## config.mk

```make
export PLATFORM = sky130hd
export DESIGN_NAME = clock_enable_scheduler
export DESIGN_NICKNAME = d
export VERILOG_FILES = /design/src/rtl/clock_enable_scheduler.sv
export SDC_FILE = /design/constraint.sdc
export NUM_CORES = 1
export LEC_CHECK = 0
export ABC_AREA = 1
export CAP_MARGIN = 30
export CORE_MARGIN = 10
export CORE_UTILIZATION = 66
export DETAILED_ROUTE_END_ITERATION = 10
export GPL_ROUTABILITY_DRIVEN = 0
export GPL_TIMING_DRIVEN = 0
export PLACE_DENSITY = 0.85
export SYNTH_ARGS = -nofsm -noshare
export SYNTH_HDL_FRONTEND = slang
export SYNTH_SLANG_ARGS = --single-unit
```

## constraint.sdc

```tcl
create_clock -name clk_i -period 8.85 [get_ports clk_i]
set_input_delay 2.2125 -clock clk_i [delete_from_list [all_inputs] [get_ports clk_i]]
set_output_delay 2.2125 -clock clk_i [all_outputs]
set_load 0.02 [all_outputs]
```

## src/rtl/clock_enable_scheduler.sv

```systemverilog
// Round-robin clock-enable generator: one phase accumulator per channel, a single shared adder,
// per-channel wrap tick and phase MSB, and a valid/ready config port that commits in-slot.
module clock_enable_scheduler #(
  parameter int unsigned NUM_CHANNELS = 4,
  parameter int unsigned ACC_WIDTH = 28,
  parameter logic [ACC_WIDTH-1:0] DEFAULT_INCREMENT = ACC_WIDTH'(2 ** 24),
  localparam int unsigned CH_BITS = $clog2(NUM_CHANNELS)
) (
  input  logic                    clk_i,
  input  logic                    rst_ni,
  input  logic                    run_i,
  input  logic                    cfg_valid_i,
  output logic                    cfg_ready_o,
  input  logic [CH_BITS-1:0]      cfg_channel_i,
  input  logic [ACC_WIDTH-1:0]    cfg_increment_i,
  input  logic                    cfg_phase_reset_i,
  output logic                    cfg_err_o,
  output logic [NUM_CHANNELS-1:0] tick_o,
  output logic [NUM_CHANNELS-1:0] phase_msb_o,
  output logic [CH_BITS-1:0]      slot_o
);

  typedef enum logic [0:0] {StIdle, StPending} cfg_state_e;

  logic [ACC_WIDTH-1:0]    acc_q [NUM_CHANNELS];
  logic [ACC_WIDTH-1:0]    acc_d [NUM_CHANNELS];
  logic [ACC_WIDTH-1:0]    inc_q [NUM_CHANNELS];
  logic [ACC_WIDTH-1:0]    inc_d [NUM_CHANNELS];
  logic [CH_BITS-1:0]      slot_q, slot_d;
  logic [NUM_CHANNELS-1:0] tick_q, tick_d;
  logic                    cfg_err_q, cfg_err_d;
  cfg_state_e              state_q, state_d;
  logic [CH_BITS-1:0]      pend_ch_q, pend_ch_d;
  logic [ACC_WIDTH-1:0]    pend_inc_q, pend_inc_d;
  logic                    pend_rst_q, pend_rst_d;

  logic                    commit;
  logic                    ch_in_range;
  logic [ACC_WIDTH-1:0]    sel_acc;
  logic [ACC_WIDTH-1:0]    sel_inc;
  logic [ACC_WIDTH:0]      sum;

  // Slot counter free-runs regardless of run_i so commit latency stays bounded.
  always_comb begin
    slot_d = (slot_q == CH_BITS'(NUM_CHANNELS - 1)) ? '0 : slot_q + CH_BITS'(1);
  end

  assign commit      = (state_q == StPending) && (pend_ch_q == slot_q);
  assign ch_in_range = (32'(cfg_channel_i) < NUM_CHANNELS);

  // Shared adder: operands muxed from the channel owning the current slot.
  always_comb begin
    sel_acc = '0;
    sel_inc = '0;
    for (int unsigned i = 0; i < NUM_CHANNELS; i++) begin
      if (slot_q == CH_BITS'(i)) begin
        sel_acc = acc_q[i];
        sel_inc = inc_q[i];
      end
    end
    if (commit) begin
      sel_inc = pend_inc_q;
    end
    sum = {1'b0, sel_acc} + {1'b0, sel_inc};
  end

  always_comb begin
    tick_d = '0;
    for (int unsigned i = 0; i < NUM_CHANNELS; i++) begin
      acc_d[i] = acc_q[i];
      inc_d[i] = inc_q[i];
      if (slot_q == CH_BITS'(i)) begin
        if (commit) begin
          inc_d[i] = pend_inc_q;
        end
        if (commit && pend_rst_q) begin
          acc_d[i] = '0;
        end else if (run_i) begin
          acc_d[i]  = sum[ACC_WIDTH-1:0];
          tick_d[i] = sum[ACC_WIDTH];
        end
      end
    end
  end

  always_comb begin
    state_d    = state_q;
    pend_ch_d  = pend_ch_q;
    pend_inc_d = pend_inc_q;
    pend_rst_d = pend_rst_q;
    cfg_err_d  = 1'b0;
    unique case (state_q)
      StIdle: begin
        if (cfg_valid_i) begin
          if (ch_in_range) begin
            pend_ch_d  = cfg_channel_i;
            pend_inc_d = cfg_increment_i;
            pend_rst_d = cfg_phase_reset_i;
            state_d    = StPending;
          end else begin
            cfg_err_d = 1'b1;
          end
        end
      end
      StPending: begin
        if (commit) begin
          state_d = StIdle;
        end
      end
    endcase
  end

  always_ff @(posedge clk_i) begin
    if (!rst_ni) begin
      for (int unsigned i = 0; i < NUM_CHANNELS; i++) begin
        acc_q[i] <= '0;
        inc_q[i] <= DEFAULT_INCREMENT;
      end
      slot_q     <= '0;
      tick_q     <= '0;
      cfg_err_q  <= 1'b0;
      state_q    <= StIdle;
      pend_ch_q  <= '0;
      pend_inc_q <= '0;
      pend_rst_q <= 1'b0;
    end else begin
      for (int unsigned i = 0; i < NUM_CHANNELS; i++) begin
        acc_q[i] <= acc_d[i];
        inc_q[i] <= inc_d[i];
      end
      slot_q     <= slot_d;
      tick_q     <= tick_d;
      cfg_err_q  <= cfg_err_d;
      state_q    <= state_d;
      pend_ch_q  <= pend_ch_d;
      pend_inc_q <= pend_inc_d;
      pend_rst_q <= pend_rst_d;
    end
  end

  always_comb begin
    for (int unsigned i = 0; i < NUM_CHANNELS; i++) begin
      phase_msb_o[i] = acc_q[i][ACC_WIDTH-1];
    end
  end

  assign tick_o      = tick_q;
  assign cfg_err_o   = cfg_err_q;
  assign slot_o      = slot_q;
  assign cfg_ready_o = rst_ni && (state_q == StIdle);

  tick_onehot0_a: assert property (@(posedge clk_i) disable iff (!rst_ni) $onehot0(tick_q));
  no_tick_when_frozen_a: assert property (@(posedge clk_i) disable iff (!rst_ni)
    !run_i |=> (tick_q == '0));

endmodule

```

-- Yosys cells after proc, flatten, opt, wreduce, memory -nomap -nowiden
Memories as Yosys holds them, arrays and structs flattened.
Index checks and enable logic that the tools add are counted.
Widths: inputs -> output; s select.
- add/subtract/negate cells: 2
- multipliers: 0
- div/mod/pow operators: 0
- $lt $le $gt $ge: 0
- equality and inequality tests: 4
- shift operators: 0
- multiplexer cells: 44
- bitwise logic cells: 10
- reduce and logical (&&, ||, !) cells: 10
- operators with widths (operator ; number):
    $mux 28 ; 37
    $add 28x28->29 ; 1
    $reduce_and 2->1 ; 5
    $or 1x1->1 ; 8
    $mux 1 ; 6
    $eq 2x2->1 const B ; 2
    $logic_and 1x1->1 ; 3
    $add 2x1->2 const B ; 1
    $eq 2x1->1 const B ; 1
    $eq 2x2->1 ; 1
    $logic_not 2->1 ; 1
    $not 1->1 ; 2
    $pmux 1 s2 ; 1
    $reduce_or 2->1 ; 1
- flip-flop bits (word level): 38
- latch bits: 0
- memory bits (writable): 224
- ROM bits: 0
- input port bits: 35
- logic and storage cells: 81
- memories: 2
- memories (memory ; depth ; width ; rd ports ; clocked after memory_dff ; write ports ; RTL line ; source):
    acc_q ; 4 ; 28 ; 4 ; 0 ; 4 ; 25 ; logic [ACC_WIDTH-1:0] acc_q [NUM_CHANNELS];
    inc_q ; 4 ; 28 ; 4 ; 0 ; 4 ; 27 ; logic [ACC_WIDTH-1:0] inc_q [NUM_CHANNELS];

-- Longest topological paths before layout
Gate-level depths: netlist (run 1).
- word-level depth: 11
- depth in mapped cells: 25

-- Worst setup path after synthesis (run 1)
Ideal clock, no wire load.
- path type: in2out
- start point: input port rst_ni
- end point: output port cfg_ready_o
- arrival time: 3.082 ns
- data required time: 6.638 ns
- slack: 3.556 ns
- stages: 4
- cells stage by stage: clkbuf_1 clkbuf_1 inv_1 nor2_1
- cells in the longest elaborated chain, start to end: 1
- ends and longest elaborated chain (element ; RTL line ; source):
    from (decl) ; 10 ; input logic rst_ni,
    $logic_and 1x1->1 ; 150 ; assign cfg_ready_o = rst_ni && (state_q == StIdle);
    to (decl) ; 13 ; output logic cfg_ready_o,
Every way passes these cells.

-- Final worst setup path (run 1)
Ends and elaborated chain as after synthesis.

==> reports/summary.log, run 1 <==
INFO  detailed_routing via_count=13620
INFO  power          leakage=6.512nW
INFO  cts            max-clock-path-buffers=3
INFO  placement      place.detailed.hpwl=31380microns
INFO  global_route   grt_use_total=0.3124
INFO  layout         layout.cells.most_common=sky130_fd_sc_hd__o21ai_0
INFO  worst_setup_path cp_data_required_time=6640ps
INFO  worst_setup_path r2r_depth=16
INFO  placement      post-place-cells=2190
INFO  detailed_routing drt-total-wl=42030microns
INFO  flow_run       timing.max_cap.violations=0
INFO  cts            clock_sinks=262
INFO  power          power_density=239.0nW/um^2
INFO  logic_synthesis post_synth_instance_area=13060squm
INFO  floorplanning  boundaryPins=47
INFO  timing         post-route-min-period=6440ps
INFO  logic_synthesis synth_async_sr_flop_share=0
INFO  layout         layout_common_cells=sky130_fd_sc_hd__o21ai_0, sky130_fd_sc_hd__nor2_1, sky130_fd_sc_hd__dfxtp_1, sky130_fd_sc_hd__a21oi_1, sky130_fd_sc_hd__nand2_1
INFO  placement      place.port_buffers=44
INFO  timing         final_max_slew_viol_count=0
INFO  floorplanning  rows=51
INFO  global_route   grt_pass1_wl=66200microns
INFO  layout         stdcell_count=2235
INFO  worst_setup_path worst-path-stages=5
INFO  cts            cts_tree=done
INFO  timing         post-route-period-util=0.7277
INFO  worst_hold_path hold_crit_class=flop to flop
INFO  global_route   grt_antenna_before_repair=0
INFO  power          totalPowerFinal=3.515mW
INFO  detailed_routing post_drt_wl_per_cell=18.80microns
INFO  global_route   pin_count_of_the_biggest_net_entering_global_routing=15
INFO  worst_setup_path cp_top_family=buffers and inverters
INFO  layout         drive_gt1_frac=0.05431
INFO  layout         n_antenna_cell=0
INFO  worst_hold_path whs_path_depth=2
INFO  logic_synthesis synth.distinct_cells=39
INFO  timing         final_hold_viol_count=0
INFO  worst_setup_path worst-endpoint-arrival=4230ps
INFO  detailed_routing initialDrtViolationCount=1758
INFO  layout         final_net_count=2021
INFO  logic_synthesis postSynthNetCount=1949
INFO  detailed_routing vias_per_cell=6.092
INFO  cts            numCtsBuffers=26
INFO  logic_synthesis syn-instance-count=1881
INFO  timing         finalSetupViolations=0
INFO  run_status     status=complete, no violations
INFO  cts            library_cell_used_as_clock_root_buffer=sky130_fd_sc_hd__clkbuf_16
INFO  floorplanning  die_h=160.7microns
INFO  floorplanning  floorplan.initialDensity=0.6712
INFO  logic_synthesis synthesis.yosys.warnings=0
INFO  cts            htreeDepth=1
INFO  worst_setup_path worst-path-buf-inv=4
INFO  logic_synthesis number_of_synthesized_flops_with_an_enable_pin=0
INFO  timing         setup_slack=2410ps
INFO  global_route   first_global_vias=13020
INFO  timing         tightestPinTransition=814.0ps
INFO  timing         final.setup.tns=0ps
INFO  cts            cts_post_setup_buffers_inserted=0
INFO  logic_synthesis synth.avg_cell_area=6.945squm
INFO  timing         max-slew-margin-rel=0.4574
INFO  timing         unrepaired_setup_endpoints_after_global_routing=no
INFO  logic_synthesis synth.ff_latch_count=262
INFO  worst_setup_path path_cells=clkbuf_1 -> clkbuf_1 -> inv_1 -> nor2_1 -> clkdlybuf4s50_1
INFO  cts            holdBufCountCts=0
INFO  worst_setup_path timing.critical_path.fanout_max=10
INFO  logic_synthesis most_common_flop_cell_mapped_by_yosys=sky130_fd_sc_hd__dfxtp_1
INFO  global_route   grt_overflow=0
INFO  worst_setup_path critPathLaunchType=input port
INFO  detailed_routing drc=0
INFO  timing         highest_clock_frequency_the_design_can_meet=0.1553GHz
INFO  worst_setup_path worst_setup_path_end_kind=output pin
INFO  detailed_routing drtPass1Iterations=6
INFO  cts            clock_insertion_delay_worst_skew=530ps
INFO  floorplanning  fp.dieArea=25820squm
INFO  logic_synthesis ys_seq_area_frac=0.4015
INFO  detailed_routing ant_nets=0
INFO  timing         finClkSkew=11.31ps
INFO  cts            postCtsResizedCells=0
INFO  power          worst_voltage_drop_across_the_vdd_grid=0.0001683V
INFO  layout         post-route-util=0.7558
INFO  worst_setup_path crit_path_kind=input port to output pin
INFO  worst_setup_path max_stage_delay=670ps
INFO  floorplanning  core_region_area=19460squm
INFO  layout         synthToLayoutAreaGrowth=12.60%
INFO  worst_setup_path worst_path_max_delay_cell=sky130_fd_sc_hd__clkdlybuf4s50_1
INFO  cts            post_cts_clock_slew_at_the_launch_and_capture_registers_of_the_worst_setup_and_hold_paths=60ps
INFO  floorplanning  die_width=160.7microns
INFO  worst_setup_path most_numerous_cell_on_the_critical_path=sky130_fd_sc_hd__clkbuf_1
INFO  placement      dpl_worst_slack=2558ps
==> sequential cells by signal (all words and copies together) (netlist names) <==
name and cells:
acc_q 112, pend_ch_q 2, inc_q 112, state_q 1
tick_o 4, pend_rst_q 1, slot_o 2, pend_inc_q 28
==> power by group <==
part           internal (mW)  leakage [nW]  switching, mW  total [mW]
clock                  0.675         0.436          0.460        1.14
sequential              1.27          2.14         0.0656        1.33
combinational          0.318          3.94          0.728        1.05
==> cell type report <==
type,count,area (sq um)
sequential,262,5245
fill,1555,4752
timing repair buffer,44,440.4
inverter,200,760.7
clock buffer,35,745.7
tap,265,331.6
clock inverter,10,128.9
multi-input combinational,1288,6422
buffer,131,635.6
==> tightest hold or removal path: cells and delay by family (launching register included) <==
family | cells | cell delay [ps]
flip-flops | 1 | 300
buffers and inverters | 1 | 60
AO/OA/AOI/OAI | 1 | 60
==> per-layer routing <==
layer  wire, microns  GRT usage
met4            2026     0.1559
met1           16250     0.3759
met5               0          0
met2           19570     0.5311
met3            4179    0.05010
==> kinds of logic after synthesis <==
logic type	after synthesis	synth area share
xor gates and xnor gates	3	0.002012
DFF	262	0.4015
adders and majority gates	33	0.03218
other	1	0.0002871
and+or+nand+nor	581	0.1829
buffers and inverters	331	0.1069
AOI/OAI and AO/OA	670	0.2742
==> metrics by stage <==
step,cell area (sq um),hold slack (ps)
CTS,14710,454.0
detailed placement,13840,445.1
global route,14710,470.2
floorplan,13060,428.7
global placement,13840,439.0
finish,14710,456.0
==> worst paths after layout <==
kind         slack, ps           end    startpoint
max               2410   cfg_ready_o        rst_ni
min                460  inc_q[1][23]  inc_q[1][23]
min reg2reg        460  inc_q[1][23]  inc_q[1][23]
max reg2reg       4290   acc_q[0][9]     slot_o[0]
==> synthesized netlist by cell type, drive strengths merged (11+ instances only) <==
master | count | area (sq um)
nand2 | 203 | 787.0
a21oi | 223 | 1116
o21ai | 357 | 1787
nor2 | 272 | 1050
o211ai | 64 | 480.5
nor3 | 11 | 55.05
buf | 51 | 335.3
clkbuf | 80 | 300.3
inv | 197 | 747.0
dfxtp | 262 | 5245
nand3 | 80 | 400.4
a22oi | 16 | 120.1
ha | 32 | 400.4
(Power assumes the default switching activity.)
==> run 2, diff against run 1 <==
CORE_UTILIZATION = 56   (was 66)
PLACE_DENSITY = 0.77   (was 0.85)
clock period = 5.7 ns   (was 8.85 ns; I/O delays follow)
==> reports/summary.log, run 2 (synthesized netlist as in run 1, its figures left out) <==
INFO  power          totalPowerFinal=5.538mW
INFO  cts            max-clock-path-buffers=3
INFO  worst_setup_path worst_path_max_delay_cell=sky130_fd_sc_hd__clkdlybuf4s50_1
INFO  power          worst_voltage_drop_across_the_vdd_grid=0.0002530V
INFO  cts            postCtsResizedCells=0
INFO  floorplanning  core_region_area=22780squm
INFO  timing         unrepaired_setup_endpoints_after_global_routing=no
INFO  power          netSwitchingFraction=0.3588
INFO  worst_hold_path hold_crit_class=flop to flop
INFO  detailed_routing ant_nets=0
INFO  timing         post-route-min-period=4688ps
INFO  timing         final_hold_viol_count=0
INFO  layout         drive_gt1_frac=0.05674
INFO  worst_setup_path most_numerous_cell_on_the_critical_path=sky130_fd_sc_hd__clkbuf_1
INFO  power          clock_group_share_of_total_power=0.332
INFO  power          power.share.sequential=0.373
INFO  timing         final_max_slew_viol_count=0
INFO  worst_setup_path worst_setup_path_end_kind=output pin
INFO  power          netSwitchingPower=1.987mW
INFO  detailed_routing via_count=13290
INFO  cts            holdBufCountCts=0
INFO  flow_run       timing.max_cap.violations=0
INFO  timing         finalSetupViolations=0
INFO  run_status     status=complete, no violations
INFO  placement      place.detailed.hpwl=32100microns
INFO  timing         highest_clock_frequency_the_design_can_meet=0.2133GHz
INFO  cts            numCtsBuffers=27
INFO  floorplanning  die_width=172.7microns
INFO  worst_setup_path timing.critical_path.fanout_max=10
INFO  timing         final.setup.tns=0ps
INFO  cts            cts_tree=done
INFO  placement      place.port_buffers=44
INFO  floorplanning  die_h=172.7microns
INFO  power          power_density=373.6nW/um^2
INFO  power          combinationalPowerShare=0.294
INFO  global_route   pin_count_of_the_biggest_net_entering_global_routing=16
INFO  cts            clock_insertion_delay_worst_skew=530ps
INFO  worst_setup_path cp_data_required_time=4280ps
INFO  floorplanning  fp.dieArea=29840squm
INFO  timing         finClkSkew=10.33ps
INFO  worst_setup_path path_cells=clkbuf_1 -> clkbuf_1 -> inv_1 -> nor2_1 -> clkdlybuf4s50_1
INFO  floorplanning  rows=55
INFO  cts            post_cts_clock_slew_at_the_launch_and_capture_registers_of_the_worst_setup_and_hold_paths=60ps
INFO  worst_setup_path worst-path-buf-inv=4
INFO  timing         fin_worst_hold_slack=455.8ps
INFO  layout         seq_area=5245squm
INFO  placement      dpl_cell_area=13900squm
INFO  global_route   grt_overflow=0
INFO  detailed_routing drc=0
INFO  placement      post-place-cells=2238
INFO  global_route   grt_pass1_wl=66750microns
INFO  detailed_routing drtPass1Iterations=8
INFO  power          power_report.internal_total=3.551mW
INFO  global_route   grt_use_total=0.2695
INFO  timing         setup_slack=1012ps
INFO  layout         stdcell_count=2287
INFO  layout         design_area=14820squm
INFO  layout         synthToLayoutAreaGrowth=13.48%
INFO  layout         post-route-util=0.6508
INFO  layout         layout_top_registers=acc_q: 112 flops, inc_q: 112 flops, pend_inc_q: 28 flops
INFO  worst_setup_path crit_path_kind=input port to output pin
INFO  worst_setup_path setup_slack_of_the_most_critical_reg_to_reg_path=1180ps
INFO  worst_setup_path max_stage_delay=630ps
INFO  floorplanning  floorplan.initialDensity=0.5735
INFO  power          leakage=6.527nW
INFO  cts            cts_post_setup_buffers_inserted=0
INFO  layout         final_net_count=2022
INFO  placement      dpl_worst_slack=1047ps
INFO  worst_setup_path cp_top_family=buffers and inverters
INFO  layout         layout_common_cells=sky130_fd_sc_hd__o21ai_0, sky130_fd_sc_hd__nor2_1, sky130_fd_sc_hd__dfxtp_1, sky130_fd_sc_hd__a21oi_1, sky130_fd_sc_hd__nand2_1
INFO  global_route   first_global_vias=12700
INFO  global_route   grt_antenna_before_repair=0
INFO  timing         post-route-period-util=0.8225
INFO  worst_setup_path worst-endpoint-arrival=3260ps
INFO  detailed_routing vias_per_cell=5.809
INFO  timing         tightestPinTransition=858.0ps
INFO  timing         max-slew-margin-rel=0.4280
INFO  cts            library_cell_used_as_clock_root_buffer=sky130_fd_sc_hd__clkbuf_16
INFO  layout         total_area_of_multi_input_combinational_cells=6422squm
INFO  layout         n_antenna_cell=0
INFO  layout         layout.cells.most_common=sky130_fd_sc_hd__o21ai_0
INFO  detailed_routing post_drt_wl_per_cell=18.53microns
INFO  layout         nFillCells=2079
INFO  cts            htreeDepth=1
INFO  cts            clock_sinks=262
INFO  detailed_routing drt-total-wl=42370microns
INFO  detailed_routing initialDrtViolationCount=1542
INFO  worst_setup_path critPathLaunchType=input port
INFO  floorplanning  boundaryPins=47
## run 2: cell type report
cell class                 count  share of cell area
buffer                       131             0.04288
clock buffer                  36             0.05191
clock inverter                13             0.01072
inverter                     200             0.05132
multi-input combinational   1288              0.4332
sequential                   262              0.3538
tap                          313             0.02642
timing repair buffer          44             0.02971
## run 2: final timing paths
path                start           end  depth (start not counted)
min          inc_q[1][25]  inc_q[1][25]                          2
max reg2reg     slot_o[0]  acc_q[2][20]                         18
min reg2reg  inc_q[1][25]  inc_q[1][25]                          2
max                rst_ni   cfg_ready_o                          5
## run 2: layer usage
metal,share of wire,track usage,up-vias
li1,-,-,6434
met1,0.41,0.3396,6078
met2,0.46,0.4457,656
met3,0.086,0.04247,118
met4,0.040,0.1207,0
met5,0,0,-
## run 2: worst min-delay path, delay by kind of cell (launching register included)
kind	cells	cell delay, ps
buffers and inverters	1	60
AOI/OAI and AO/OA	1	60
DFF	1	300
## run 2: power groups by stage
stage,clock network [mW],logic (mW),registers (mW)
after global placement,0,1.53,2.10
after CTS,1.85,1.58,2.06
after floorplan,0,1.08,2.07
final,1.84,1.63,2.07
after detailed placement,0,1.56,2.10
after global routing,1.93,1.79,2.08
==> run 3, diff against run 2 <==
clock period = 4 ns   (was 5.7 ns; I/O delays follow)
==> reports/summary.log, run 3 (synthesized netlist as in run 1, its figures left out) <==
INFO  placement      dpl_cell_area=13900squm
INFO  global_route   grt_overflow=0
INFO  cts            htreeDepth=1
INFO  layout         design_area=14910squm
INFO  floorplanning  rows=55
INFO  worst_setup_path worst_setup_startpoint=rst_ni
INFO  global_route   first_global_vias=12690
INFO  floorplanning  core_region_area=22780squm
INFO  worst_hold_path whs_path_depth=2
INFO  power          worst_voltage_drop_across_the_vdd_grid=0.0003614V
INFO  global_route   grt_antenna_before_repair=0
INFO  worst_hold_path worstHoldEndpoint=inc_q[1][13]
INFO  layout         synthToLayoutAreaGrowth=14.14%
INFO  detailed_routing drtPass1Iterations=6
INFO  layout         layout.cells.most_common=sky130_fd_sc_hd__o21ai_0
INFO  worst_setup_path critPathLaunchType=input port
INFO  timing         final_max_slew_viol_count=0
INFO  worst_setup_path worst-endpoint-arrival=2880ps
INFO  cts            numCtsBuffers=27
INFO  timing         setup_slack=122.4ps
INFO  global_route   grt_use_total=0.2699
INFO  timing         post-route-min-period=3878ps
INFO  layout         layout_top_registers=acc_q: 112 flops, inc_q: 112 flops, pend_inc_q: 28 flops
INFO  timing         highest_clock_frequency_the_design_can_meet=0.2579GHz
INFO  detailed_routing post_drt_wl_per_cell=18.66microns
INFO  worst_setup_path r2r_depth=20
INFO  run_status     status=complete, no violations
INFO  global_route   routing_usage_on_met1=0.3401
INFO  timing         post-route-period-util=0.9694
INFO  worst_setup_path crit_path_kind=input port to output pin
INFO  global_route   globalRouteMet2Util=0.4460
INFO  floorplanning  die_width=172.7microns
INFO  cts            max-clock-path-buffers=3
INFO  layout         layout_common_cells=sky130_fd_sc_hd__o21ai_0, sky130_fd_sc_hd__nor2_1, sky130_fd_sc_hd__dfxtp_1, sky130_fd_sc_hd__a21oi_1, sky130_fd_sc_hd__nand2_1
INFO  layout         final_net_count=2020
INFO  worst_setup_path cp_data_required_time=3000ps
INFO  floorplanning  floorplan.initialDensity=0.5735
INFO  timing         final.setup.tns=0ps
INFO  worst_setup_path crit-reg2reg-capture=tick_o[0]
INFO  cts            cts_post_setup_buffers_inserted=0
INFO  global_route   gr-max-usage-layer=met2
INFO  worst_setup_path worst_r2r_startpoint=slot_o[0]
INFO  detailed_routing drc=0
INFO  detailed_routing drt-total-wl=42650microns
INFO  layout         n_antenna_cell=0
INFO  worst_hold_path timing.hold.worst.start=inc_q[1][13]
INFO  cts            clock_insertion_delay_worst_skew=530ps
INFO  power          power_density=532.5nW/um^2
INFO  placement      place.detailed.hpwl=32100microns
INFO  worst_setup_path worst_setup_path_end_kind=output pin
INFO  worst_setup_path path_cells=clkbuf_1 -> clkbuf_1 -> inv_1 -> nor2_1 -> clkdlybuf4s50_1
INFO  detailed_routing via_count=13410
INFO  timing         tightestPinTransition=670.2ps
INFO  worst_setup_path most_numerous_cell_on_the_critical_path=sky130_fd_sc_hd__clkbuf_1
INFO  cts            library_cell_used_as_clock_root_buffer=sky130_fd_sc_hd__clkbuf_16
INFO  worst_setup_path worst-path-buf-inv=4
INFO  worst_setup_path cp_top_family=buffers and inverters
INFO  global_route   pin_count_of_the_biggest_net_entering_global_routing=16
INFO  layout         drive_gt1_frac=0.07657
INFO  worst_setup_path setup_slack_of_the_most_critical_reg_to_reg_path=200ps
INFO  worst_setup_path timing.critical_path.fanout_max=10
INFO  worst_setup_path worst_path_max_delay_cell=sky130_fd_sc_hd__clkdlybuf4s50_1
INFO  timing         finClkSkew=11.19ps
INFO  floorplanning  die_h=172.7microns
INFO  detailed_routing initialDrtViolationCount=1639
INFO  detailed_routing ant_nets=0
INFO  cts            cts_tree=done
INFO  flow_run       timing.max_cap.violations=0
INFO  cts            clock_sinks=262
INFO  power          leakage=6.606nW
INFO  timing         max-slew-margin-rel=0.5532
INFO  worst_hold_path hold_crit_class=flop to flop
INFO  timing         unrepaired_setup_endpoints_after_global_routing=no
INFO  timing         finalSetupViolations=0
INFO  worst_setup_path max_stage_delay=640ps
INFO  floorplanning  fp.dieArea=29840squm
INFO  placement      place.port_buffers=44
INFO  timing         final_hold_viol_count=0
INFO  detailed_routing vias_per_cell=5.868
INFO  floorplanning  boundaryPins=47
INFO  placement      dpl_worst_slack=-350.2ps
INFO  cts            post_cts_clock_slew_at_the_launch_and_capture_registers_of_the_worst_setup_and_hold_paths=60ps
INFO  global_route   grt_util_met3=0.04226
INFO  global_route   grt_pass1_wl=66850microns
-- run 3: cell count changes in the layout (fill, tap and decap cells not counted), moves of 6 or more --
| cell | change |
|---|---|
| sky130_fd_sc_hd__clkbuf_1 | -20 |
| sky130_fd_sc_hd__clkbuf_2 | +13 |
| sky130_fd_sc_hd__buf_1 | -6 |
| sky130_fd_sc_hd__clkbuf_4 | +7 |
-- run 3: final cells by class --
class	count	area, sq um
repair buffers	44	440.4
clock inverters	13	158.9
fillers	2072	7868
clock buffers	36	769.5
flip-flops and latches	262	5248
well taps	313	391.6
multi-input cells	1288	6466
inverters	200	760.7
plain buffers	129	675.6
-- run 3: worst max path at each step --
stage / end / slack, ps / depth (start not counted)
after CTS: tick_o[0] / 10 / 19
after floorplan: acc_q[1][20] / 690 / 23
after detailed placement: tick_o[0] / -350 / 22
after global routing: tick_o[2] / 4 / 21
final: cfg_ready_o / 120 / 5
after global placement: tick_o[0] / -280 / 22
-- run 3: per-stage QoR --
stage | hold WS (ps) | std cells | total power [mW] | util
5_1_grt | 477.3 | 2285 | 8.302 | 0.6546
2_1_floorplan | 428.7 | 1881 | 4.491 | -
3_5_place_dp | 444.3 | 2238 | 5.220 | 0.6101
3_3_place_gp | 438.6 | 2238 | 5.172 | 0.6101
6_report | 457.2 | 2285 | 7.940 | 0.6546
4_1_cts | 454.1 | 2286 | 7.830 | 0.6520
-- run 3: per-layer routing --
metal  up-vias  share of wire
met4         0          0.039
met5         -              0
li1       6436              -
met3       121          0.082
met1      6121           0.41
met2       731           0.47
-- run 3: tightest hold or removal path: stages (launching register included) --
cell and delay (ps):
sky130_fd_sc_hd__dfxtp_1 300, sky130_fd_sc_hd__inv_1 60, sky130_fd_sc_hd__a21oi_1 50
-- run 3: power by group --
part           internal (mW)  leakage, nW  switching [mW]  total [mW]
Clock                   1.55        0.451            1.07        2.62
Combinational          0.731         4.02            1.64        2.37
Sequential              2.81         2.14           0.143        2.95
-- run 3: what timing repair did --
action                     in CTS  in global routing
hold buffers                    0                  0
setup endpoints to repair      94                 89
gates resized for setup        23                 34
